### src/rtl/comparator_bist.sv
// Exhaustive built-in self test for an external magnitude comparator.
// The block walks every (a, b) operand pair in ascending order, holds each
// pair for SETTLE cycles, and then samples the comparator's l/e/g response.
// It counts mismatching vectors (saturating) and captures the first failing
// pair. fsm_state exposes the controller state for observation.
//
// Handshake: start is a level sampled on the rising edge. It is accepted only
// outside RUN (IDLE or DONE). busy is high for the whole run. done stays high
// from completion until the next accepted start, and pass/err_count/fail_a/
// fail_b are stable and valid while done is high.
module comparator_bist #(
  parameter int WIDTH  = 4,
  parameter int SETTLE = 2
) (
  input  logic                 clk,
  input  logic                 rst_n,
  input  logic                 start,
  output logic [WIDTH-1:0]     a,
  output logic [WIDTH-1:0]     b,
  input  logic                 l,
  input  logic                 e,
  input  logic                 g,
  output logic                 busy,
  output logic                 done,
  output logic                 pass,
  output logic [2*WIDTH:0]     err_count,
  output logic [WIDTH-1:0]     fail_a,
  output logic [WIDTH-1:0]     fail_b,
  output logic [1:0]           fsm_state
);

  localparam int IW = 2 * WIDTH;
  localparam int EW = 2 * WIDTH + 1;
  localparam logic [3:0] SETTLE_LAST = 4'(SETTLE - 1);
  localparam logic [IW-1:0] IDX_LAST = {IW{1'b1}};
  localparam logic [EW-1:0] ERR_MAX = {EW{1'b1}};

  typedef enum logic [1:0] {
    IDLE = 2'd0,
    RUN  = 2'd1,
    DONE = 2'd2
  } state_t;

  state_t state_q;
  state_t state_d;

  logic [IW-1:0]    idx;
  logic [3:0]       settle_cnt;
  logic             first_seen;
  logic             accept;
  logic             sample;
  logic             mismatch;
  logic [WIDTH-1:0] op_a;
  logic [WIDTH-1:0] op_b;
  logic [2:0]       exp_resp;
  logic [2:0]       got_resp;

  // The vector index splits into the two operands; b is the low half so it
  // advances fastest.
  assign op_a = idx[IW-1:WIDTH];
  assign op_b = idx[WIDTH-1:0];

  // Start is honoured only when no run is in flight.
  assign accept = start && (state_q != RUN);

  // The response is sampled on the edge that closes the last settle cycle.
  assign sample = (state_q == RUN) && (settle_cnt == SETTLE_LAST);

  // Golden one-hot response and mismatch detection for the current vector.
  always_comb begin
    exp_resp = {(op_a < op_b), (op_a == op_b), (op_a > op_b)};
    got_resp = {l, e, g};
    mismatch = sample && (got_resp != exp_resp);
  end

  // State register.
  always_ff @(posedge clk or negedge rst_n) begin
    if (!rst_n) begin
      state_q <= IDLE;
    end else begin
      state_q <= state_d;
    end
  end

  // Next-state logic: runs start from IDLE or DONE, end after the last sample.
  always_comb begin
    state_d = state_q;
    case (state_q)
      IDLE: if (start) state_d = RUN;
      RUN:  if (sample && (idx == IDX_LAST)) state_d = DONE;
      DONE: if (start) state_d = RUN;
      default: state_d = IDLE;
    endcase
  end

  // Output decode: operands are driven only while running, pass only in DONE.
  always_comb begin
    busy      = 1'b0;
    done      = 1'b0;
    a         = '0;
    b         = '0;
    fsm_state = state_q;
    case (state_q)
      RUN: begin
        busy = 1'b1;
        a    = op_a;
        b    = op_b;
      end
      DONE: begin
        done = 1'b1;
      end
      default: begin
        busy = 1'b0;
      end
    endcase
    pass = done && (err_count == '0);
  end

  // Vector sequencing, error counting and first-failure capture.
  always_ff @(posedge clk or negedge rst_n) begin
    if (!rst_n) begin
      idx        <= '0;
      settle_cnt <= '0;
      err_count  <= '0;
      first_seen <= 1'b0;
      fail_a     <= '0;
      fail_b     <= '0;
    end else if (accept) begin
      idx        <= '0;
      settle_cnt <= '0;
      err_count  <= '0;
      first_seen <= 1'b0;
      fail_a     <= '0;
      fail_b     <= '0;
    end else if (state_q == RUN) begin
      if (sample) begin
        settle_cnt <= '0;
        idx        <= idx + 1'b1;
        if (mismatch) begin
          if (err_count != ERR_MAX) begin
            err_count <= err_count + 1'b1;
          end
          if (!first_seen) begin
            first_seen <= 1'b1;
            fail_a     <= op_a;
            fail_b     <= op_b;
          end
        end
      end else begin
        settle_cnt <= settle_cnt + 1'b1;
      end
    end
  end

endmodule

### config.mk
export PLATFORM = sky130hd
export DESIGN_NAME = comparator_bist
export DESIGN_NICKNAME = d
export VERILOG_FILES = /design/src/rtl/comparator_bist.sv
export SDC_FILE = /design/constraint.sdc
export NUM_CORES = 1
export LEC_CHECK = 0
export CAP_MARGIN = 20
export CORE_MARGIN = 2
export CORE_UTILIZATION = 45
export DETAILED_ROUTE_END_ITERATION = 8
export PLACE_DENSITY = 0.77
export SLEW_MARGIN = 20
export SYNTH_ARGS = -nofsm -noshare
export SYNTH_HDL_FRONTEND = slang
export SYNTH_SLANG_ARGS = --single-unit
### constraint.sdc
create_clock -name clk -period 3.5 [get_ports clk]
set_input_delay 1.05 -clock clk [delete_from_list [all_inputs] [get_ports clk]]
set_output_delay 1.05 -clock clk [all_outputs]
set_load 0.005 [all_outputs]
---- Yosys cells after proc, flatten, opt, wreduce, memory -nomap -nowiden ----
Index checks and enable logic that the tools add are counted.
storage, ports and cells
  register bits after elaboration ......... 32
  bits in latches ......................... 0
  memory bits (writable) .................. 0
  memory bits (read-only) ................. 0
  input bits .............................. 6
  output and inout bits ................... 30
  logic and storage cells ................. 72
  memories ................................ 0
cells by class
  $add $sub $neg .......................... 3
  $mul .................................... 0
  divide/modulo/power cells ............... 0
  $lt $le $gt $ge ......................... 2
  equality and inequality tests ........... 11
  shift operators ......................... 0
  multiplexer cells ....................... 32
  bitwise logic cells ..................... 0
  reductions and logical operators ........ 17
operator list
  operator                                                         count
  4-bit 2-to-1 mux                                                 15
  9-bit 2-to-1 mux                                                 5
  8-bit 2-to-1 mux                                                 3
  9-bit by 1-bit adder with 9-bit output, second input constant    1
  9-bit zero test                                                  1
  9-bit != test, second input constant                             1
  8-bit by 1-bit adder with 8-bit output, second input constant    1
  8-bit == test, second input constant                             1
  2-bit by 1-bit != test with 1-bit output, second input constant  4
  4-bit AND reduction                                              2
  2-bit nonzero test                                               4
  1-bit 2-to-1 mux                                                 6
  1-bit logical AND                                                5
  4-bit by 1-bit adder with 4-bit output, second input constant    1
  4-bit by 1-bit == test with 1-bit output, second input constant  1
  4-bit == test                                                    1
  4-bit > comparator                                               1
  4-bit less-than comparator                                       1
  2-bit 2-to-1 mux                                                 2
  2-bit one-hot mux with 2 select lines                            1
  2-bit AND reduction                                              2
  3-bit != test                                                    1
  3-bit AND reduction                                              1
  2-bit by 1-bit == test with 1-bit output, second input constant  1
  3 further kinds                                                  3

---- Longest topological paths before layout ----
Gate-level depths: netlist of run 1.
  word-level depth ........................ 7
  mapped depth ............................ 10

---- Worst setup path before layout of run 1 ----
Ideal clock, no wire load.
  path kind ............................... flip-flop to flip-flop
  start point ............................. register err_count[0]
  end point ............................... register err_count[7]
  arrival ................................. 2,465 ps
  required time ........................... 3,421 ps
  slack ................................... 955 ps
  stages on the path, launching flop included .. 11
  path buffers ............................ 0
  clock period less this slack ............ 2,545 ps
  path through ............................ dfrtp_1 ha_1 and3_1 and3_1 and3_1 ha_1 nand3b_1 or4_4 or2_1 nor4_4 mux2i_1
on the way
  word-level cells in the longest chain between the ends .. 6
  elaborated cells on any way between the ends .. 9
  those cells by class .................... add/sub: 1; eq/ne: 1; mux: 5; reduce/logical: 2
RTL lines
  what                                    line  RTL
  start, declared                         26    output logic [2*WIDTH:0] err_count,
  start signal, assigned                  141   err_count <= err_count + 1'b1;
  9-bit by 1-bit adder with 9-bit output  141
  9-bit 2-to-1 mux                        140   if (err_count != ERR_MAX) begin
  9-bit 2-to-1 mux                        139   if (mismatch) begin
  9-bit 2-to-1 mux                        136   if (sample) begin
  9-bit 2-to-1 mux                        135   end else if (state_q == RUN) begin
  9-bit 2-to-1 mux                        128   end else if (accept) begin
Parallel ways exist; a longest one is shown, timed or not. The select of a mux whose other input is x is not followed.
A chain may end at the register's enable or synchronous reset.

---- Worst setup path in the final report of run 1 ----
  start point ............................. register state_q[0] (netlist: fsm_state[0])
  end point ............................... output port busy
on the way
  word-level cells in the longest chain between the ends .. 2
RTL lines
  what                                      line  RTL
  start, declared                           44    state_t state_q;
  start signal, assigned                    81    state_q <= state_d;
  2-bit by 1-bit == test with 1-bit output  103   case (state_q)
  1-bit 2-to-1 mux                          103
  end, declared                             23    output logic busy,
No other way between the ends.

==> results of run 1 <==
[placed cells by master, fill, tap and decap left out, drive strengths merged, types with 4 or more instances in the layout]
| master | instances |
|---|---|
| nor2 | 20 |
| xnor2 | 4 |
| nand2b | 4 |
| nand4 | 7 |
| nor3 | 4 |
| inv | 14 |
| nand3 | 8 |
| nand2 | 30 |
| a21oi | 4 |
| clkdlybuf4s50 | 35 |
| o21ai | 8 |
| dfrtp | 32 |
| clkbuf | 7 |
| ha | 10 |
| mux2i | 15 |
| and3 | 6 |
| nor4 | 6 |
[cells by family (layout without fill, tap and decap cells)]
logic type,count (synthesis),in the layout,synth area share
buf+inv,18,59,0.0411
mux,16,16,0.0842
fa+ha+maj,10,10,0.0653
flops,32,32,0.418
simple gates,102,102,0.290
compound gates,24,24,0.0783
xor+xnor,5,5,0.0228
[worst max-delay path, cell delays in order, from the launching register on]
cell and delay [ns]:
sky130_fd_sc_hd__dfrtp_1 0.39, sky130_fd_sc_hd__or2b_2 0.47, sky130_fd_sc_hd__inv_1 0.22, sky130_fd_sc_hd__clkdlybuf4s50_1 0.53
[worst min path at each step]
stage,slack (ns),start,to,cells past startpoint
6_report,0.50,first_seen,first_seen,2
5_1_grt,0.54,first_seen,first_seen,2
4_1_cts,0.51,first_seen,first_seen,2
3_5_place_dp,0.49,first_seen,first_seen,2
3_3_place_gp,0.47,first_seen,first_seen,2
2_1_floorplan,0.45,first_seen,first_seen,2
[power groups by stage]
stage | Clock, mW | Sequential [mW] | Combinational, mW
2_1_floorplan | 0 | 0.643 | 0.467
3_3_place_gp | 0 | 0.671 | 0.792
3_5_place_dp | 0 | 0.676 | 0.813
4_1_cts | 0.393 | 0.672 | 0.817
5_1_grt | 0.407 | 0.699 | 0.911
6_report | 0.384 | 0.673 | 0.807
[through the flow]
step           setup WS, ns  total power, mW  std cells  cell area (sq um)  hold WS [ns]
3_3_place_gp          0.589             1.46        290               2320         0.465
3_5_place_dp          0.514             1.49        290               2320         0.494
4_1_cts               0.538             1.88        298               2440         0.509
2_1_floorplan         0.955             1.11        207               1920         0.450
5_1_grt               0.467             2.02        298               2440         0.543
6_report              0.544             1.86        298               2440         0.498
[final cells by class]
cell class / count / share of cell area
well taps: 50 / 0.0256
clock buffers: 7 / 0.0394
flip-flops and latches: 32 / 0.328
inverters: 14 / 0.0215
multi-input cells: 157 / 0.424
repair buffers: 37 / 0.149
clock inverters: 1 / 0.0123
[registers in the layout, indices dropped and copies added, names as in the netlist]
name,cells
fail_b,4
first_seen,1
fsm_state,2
fail_a,4
err_count,9
idx,8
settle_cnt,4
[layer usage]
metal	share of wire	global-route usage	up-vias
li1	-	-	808
met1	0.48	0.272	813
met2	0.47	0.306	21
met3	0.029	0.0436	6
met4	0.015	0.0763	0
met5	0	0	-
==> results.rst, run 1 <==
.. list-table::
   :header-rows: 1

   * - Metric
     - Value
   * - Outcome
     - completed
   * - Floorplan row count
     - 23
   * - Setup bufs post-CTS
     - 0
   * - Setup Total Neg Slack
     - 0 ns
   * - Clock period minus final worst setup slack
     - 2.96 ns
   * - Detail Route Antenna Nets
     - 0
   * - Leakage component of the power
     - 1.14 nW
   * - Diode count
     - 0
   * - Core footprint
     - 0.00406 sq mm
   * - Most used standard cell by instance count after synthesis
     - sky130_fd_sc_hd__dfrtp_1
   * - Kind of capture point of the worst setup path
     - primary output
   * - Final period util
     - 0.845
   * - Measured slew at the worst slew-check pin
     - 0.617 ns
   * - Number of cells on the worst reg-to-reg path
     - 10
   * - Worst Clk Skew
     - 0.00195 ns
   * - Path type of the worst setup path
     - register to primary output
   * - Count of hold-fix buffers inserted at cts
     - 0
   * - Buffer depth of the longest clock path
     - 2
   * - CTS tree
     - yes
   * - Iter 0 DRT Violations
     - 131
   * - Critical path startpoint
     - fsm_state[0]
   * - Sequential power share
     - 0.361
   * - Count of state elements after synthesis
     - 32
   * - Biggest area contributors in the synthesized netlist
     - sky130_fd_sc_hd__dfrtp_1, sky130_fd_sc_hd__mux2i_1, sky130_fd_sc_hd__ha_1
   * - Startpoint types
     - register
   * - Post-Synthesis Cell Area
     - 0.00192 sq mm
   * - Multi-input gate area
     - 0.00104 sq mm
   * - Power spent charging and discharging nets
     - 0.663 mW
   * - Clock latency reported for the late side of the worst-skew pair
     - 0.28 ns
   * - Cell Int Power
     - 1.20 mW
   * - H-tree levels
     - 2
   * - Mapped Nets
     - 223
   * - Gate power share
     - 0.433
   * - Cell count after synthesis
     - 207
   * - Count of final max-slew check failures
     - 0
   * - Fraction of final layout cells with drive strength greater than 1
     - 0.0847
   * - VDD IR max
     - 0.000345 V
   * - Synthesis warning total
     - 0
   * - Fill cell instance count of the final layout
     - 345
   * - Highest attainable clock frequency
     - 0.338 GHz
   * - Number of distinct library cells after synthesis
     - 41
   * - Total Die Area
     - 0.00480 sq mm
   * - Vias per std cell
     - 5.53
   * - Wire length of the first global-routing pass
     - 7650 um
   * - Die extent in x
     - 69.3 um
   * - Count of flip-flops with a built-in enable after synthesis
     - 0
   * - Initial core utilization
     - 0.472
   * - Worst Path Max Fanout
     - 20
   * - Final hold violation count
     - 0
   * - Half-perimeter wire length of the detailed placement result
     - 3260 um
   * - Area share of the largest cell type after synthesis
     - 0.418
   * - Congestion Overflow GR
     - 0
   * - RD Place Congestion
     - 0.768
   * - Remaining routing DRC violations
     - 0
   * - Ports
     - 36
   * - Combined flip-flop and latch cell area
     - 801 sq um
   * - Setup violations, final
     - 0
   * - Maxcap violations
     - 0
   * - Vias in the first global route
     - 1,626
   * - Worst path arrival time
     - 1.91 ns
   * - Clock buffers created by TritonCTS
     - 5
   * - Dominant cell type by area after synthesis
     - sky130_fd_sc_hd__dfrtp_1
   * - Number of sinks on the clock net
     - 32
   * - Proportion of power drawn by the clock network
     - 0.206
   * - Total number of nets in the final design
     - 263
   * - Post-synth ARST share
     - 1.00
   * - Synthesized area divided by synthesized cell count
     - 9.26 sq um
   * - Setup repair after global routing missed its margin
     - false
   * - Antenna violations before repair
     - 0
   * - Area overhead of the layout relative to synthesis
     - 27.5%
   * - Detailed-route wire length
     - 4370 um
   * - Number of buffers inserted by port buffering
     - 35
   * - Quantity of gates resized following cts
     - 0
   * - Setup slack, reg-to-reg
     - 0.77 ns
   * - Pin count of the biggest net entering global routing
     - 33
   * - Capturing instance or port of the critical path
     - busy
   * - Die Span Y
     - 69.3 um
   * - Worst max-slew margin expressed relative to the limit
     - 0.587
   * - Leading register cell type out of synthesis
     - sky130_fd_sc_hd__dfrtp_1
   * - Gr usage total
     - 0.198
   * - Worst R2R Start
     - err_count[0]
   * - Total via count in the routed design
     - 1,648
   * - Pre-antenna DRT Iters
     - 4
   * - Clock root buffer
     - sky130_fd_sc_hd__clkbuf_8
   * - Clk slew on worst S/H paths
     - 0.06 ns
   * - Average routed wire per standard cell
     - 14.7 um
   * - Worst Hold Class
     - register to register
   * - P per Cell Area
     - 763 mW/mm^2
   * - Switching part of the total
     - 0.356
   * - Utilization of the core after routing
     - 0.603
   * - Sequential element share of the synthesized area
     - 0.418
   * - Crit path required time
     - 2.45 ns
   * - Capture instance of the worst register-to-register path
     - err_count[7]
   * - Synth top cells by count
     - sky130_fd_sc_hd__dfrtp_1, sky130_fd_sc_hd__nand2_1, sky130_fd_sc_hd__nor2_1, sky130_fd_sc_hd__mux2i_1, sky130_fd_sc_hd__inv_1
(Power assumes the default switching activity.)
==> run 2: changes to the inputs <==
--- a/config.mk
+++ b/config.mk
@@ -9,7 +9,7 @@
 export CORE_MARGIN = 2
 export CORE_UTILIZATION = 45
 export DETAILED_ROUTE_END_ITERATION = 8
-export PLACE_DENSITY = 0.77
+export PLACE_DENSITY = 0.79
 export SLEW_MARGIN = 20
 export SYNTH_ARGS = -nofsm -noshare
 export SYNTH_HDL_FRONTEND = slang
==> constraint.sdc (replaced) <==
create_clock -name clk -period 2.6 [get_ports clk]
set_input_delay 0.78 -clock clk [delete_from_list [all_inputs] [get_ports clk]]
set_output_delay 0.78 -clock clk [all_outputs]
set_load 0.005 [all_outputs]
==> run 2 against run 1 <==
Critical endpoint is now err_count[7]. Count of clock-buffer cells in the layout down 1. Total power up 35%. Worst setup slack worse by 0.49 ns. Sequential power up 33%. Register-to-register slack worse by 0.72 ns. Flip-flop and latch count unchanged. First-iteration DRC count down 27%. Final cell count up 4.4%. Clock skew up 0.0027 ns. Sequential share of layout area down 1.3 points. Clock power up 4%.
==> results.rst, run 2 (same netlist as run 1, synthesis figures left out) <==
.. list-table::
   :header-rows: 1

   * - Metric
     - Value
   * - Outcome
     - completed
   * - Clock period minus final worst setup slack
     - 2.55 ns
   * - Maxcap violations
     - 0
   * - Crit path required time
     - 2.82 ns
   * - CTS tree
     - yes
   * - Count of final max-slew check failures
     - 0
   * - Setup bufs post-CTS
     - 0
   * - Total Die Area
     - 0.00480 sq mm
   * - P per Cell Area
     - 989 mW/mm^2
   * - Die Span Y
     - 69.3 um
   * - Flip-flop count of the largest register after layout
     - 9
   * - Most common library cell in the layout ignoring fill and taps
     - sky130_fd_sc_hd__clkdlybuf4s50_1
   * - Measured slew at the worst slew-check pin
     - 0.522 ns
   * - Cell at the slowest stage of the critical path
     - sky130_fd_sc_hd__or4_4
   * - Pre-antenna DRT Iters
     - 5
   * - Dominant delay contributor by cell family on the critical path
     - simple AND/OR/NAND/NOR gates
   * - Worst max-slew margin expressed relative to the limit
     - 0.649
   * - Die extent in x
     - 69.3 um
   * - Final design area excluding fillers
     - 0.00255 sq mm
   * - Worst Hold Class
     - register to register
   * - Pin count of the biggest net entering global routing
     - 33
   * - Clock latency reported for the late side of the worst-skew pair
     - 0.29 ns
   * - RD Place Congestion
     - 0.839
   * - Remaining routing DRC violations
     - 0
   * - Worst path cell trace
     - ha_2 > and3_4 > and3_4 > and3_4 > ha_4 > nand3b_1 > or4_4 > or2_4 > nor4_4 > mux2i_1
   * - Congestion Overflow GR
     - 0
   * - Detail Route Antenna Nets
     - 0
   * - Final hold violation count
     - 0
   * - Clock buffers created by TritonCTS
     - 5
   * - Path type of the worst setup path
     - register to register
   * - Register with the most flip-flops
     - err_count
   * - Clk slew on worst S/H paths
     - 0.06 ns
   * - Half-perimeter wire length of the detailed placement result
     - 3390 um
   * - Number of buffers inserted by port buffering
     - 35
   * - Final period util
     - 0.979
   * - Iter 0 DRT Violations
     - 96
   * - Pre-CTS WS
     - -0.0697 ns
   * - Wire length of the first global-routing pass
     - 7980 um
   * - Initial core utilization
     - 0.472
   * - Worst Path Max Fanout
     - 2
   * - Clock root buffer
     - sky130_fd_sc_hd__clkbuf_8
   * - Buf+Inv Stages, Crit Path
     - 0
   * - Diode count
     - 0
   * - Antenna violations before repair
     - 0
   * - Total number of nets in the final design
     - 276
   * - Highest attainable clock frequency
     - 0.393 GHz
   * - Vias in the first global route
     - 1,666
   * - Fraction of final layout cells with drive strength greater than 1
     - 0.157
   * - Worst path arrival time
     - 2.76 ns
   * - Detailed-route wire length
     - 4690 um
   * - Biggest cell delay along the critical path
     - 0.43 ns
   * - Kind of capture point of the worst setup path
     - register
   * - VDD IR max
     - 0.000566 V
   * - Core footprint
     - 0.00406 sq mm
   * - Ports
     - 36
   * - Gr usage total
     - 0.207
   * - H-tree levels
     - 2
   * - Vias per std cell
     - 5.44
   * - Floorplan row count
     - 23
   * - Commonest non-fill, non-tap cells in the layout
     - sky130_fd_sc_hd__clkdlybuf4s50_1, sky130_fd_sc_hd__dfrtp_1, sky130_fd_sc_hd__nand2_1
   * - Count of hold-fix buffers inserted at cts
     - 0
   * - Leakage component of the power
     - 1.18 nW
   * - Largest registers in the final layout
     - err_count: 9 flops, idx: 8 flops
   * - Area overhead of the layout relative to synthesis
     - 33.0%
   * - Standard cell area after detailed placement
     - 0.00242 sq mm
   * - Total via count in the routed design
     - 1,691
   * - Setup repair after global routing missed its margin
     - true
   * - Startpoint types
     - register
   * - Number of sinks on the clock net
     - 32
   * - Average routed wire per standard cell
     - 15.1 um
   * - Worst Clk Skew
     - 0.00466 ns
   * - Buffer depth of the longest clock path
     - 2
   * - Setup violations, final
     - 0
   * - Most numerous cell on the critical path
     - sky130_fd_sc_hd__and3_4
   * - Slack of the critical path
     - 0.0541 ns
-- run 2: final cells by class --
class / instances / area (sq um)
fillers: 340 / 1510
clock buffers: 6 / 82.6
repair buffers: 50 / 462
multi-input cells: 157 / 1080
clock inverters: 2 / 10.0
well taps: 50 / 62.6
inverters: 14 / 52.6
flip-flops and latches: 32 / 801
-- run 2: final timing paths --
check / start / end / slack [ns] / cells after the start
setup / recovery: err_count[0] / err_count[7] / 0.05 / 10
hold / removal: first_seen / first_seen / 0.50 / 2
setup reg to reg: err_count[0] / err_count[7] / 0.05 / 10
hold reg to reg: first_seen / first_seen / 0.50 / 2
max in group asynchronous: rst_n / err_count[0] / 1.42 / 2
min in group asynchronous: rst_n / fail_b[1] / 0.88 / 2
-- run 2: per-stage QoR --
| stage | setup TNS [ns] | total power, mW | hold WS (ns) | cells | utilization |
|---|---|---|---|---|---|
| 2_1_floorplan | 0 | 1.49 | 0.450 | 207 | - |
| 3_3_place_gp | -0.0130 | 2.05 | 0.465 | 303 | 0.595 |
| 3_5_place_dp | -0.138 | 2.10 | 0.492 | 303 | 0.595 |
| 4_1_cts | -0.0198 | 2.53 | 0.507 | 311 | 0.628 |
| 5_1_grt | -0.0338 | 2.72 | 0.534 | 311 | 0.628 |
| 6_report | 0 | 2.52 | 0.497 | 311 | 0.628 |
-- run 2: what timing repair did --
action                                  4_1_cts  5_1_grt
endpoints found under the setup margin        3        3
resized for setup                            10        0
pin swaps                                     3        3
-- run 2: power by group --
| part | internal (mW) | switching (mW) |
|---|---|---|
| Sequential | 0.691 | 0.205 |
| Combinational | 0.672 | 0.553 |
| Clock | 0.211 | 0.189 |
-- run 2: worst min-delay path, cell delays in order, from the launching register on --
cell,delay (ns)
sky130_fd_sc_hd__dfrtp_1,0.35
sky130_fd_sc_hd__nand2_1,0.05
sky130_fd_sc_hd__o21ai_0,0.07
-- run 2: per-layer routing --
metal	wire, um	vias to the layer above	global-route usage
met3	246	8	0.0581
met1	2110	806	0.273
met4	73	0	0.0675
met5	0	-	0
li1	-	837	-
met2	2260	40	0.329
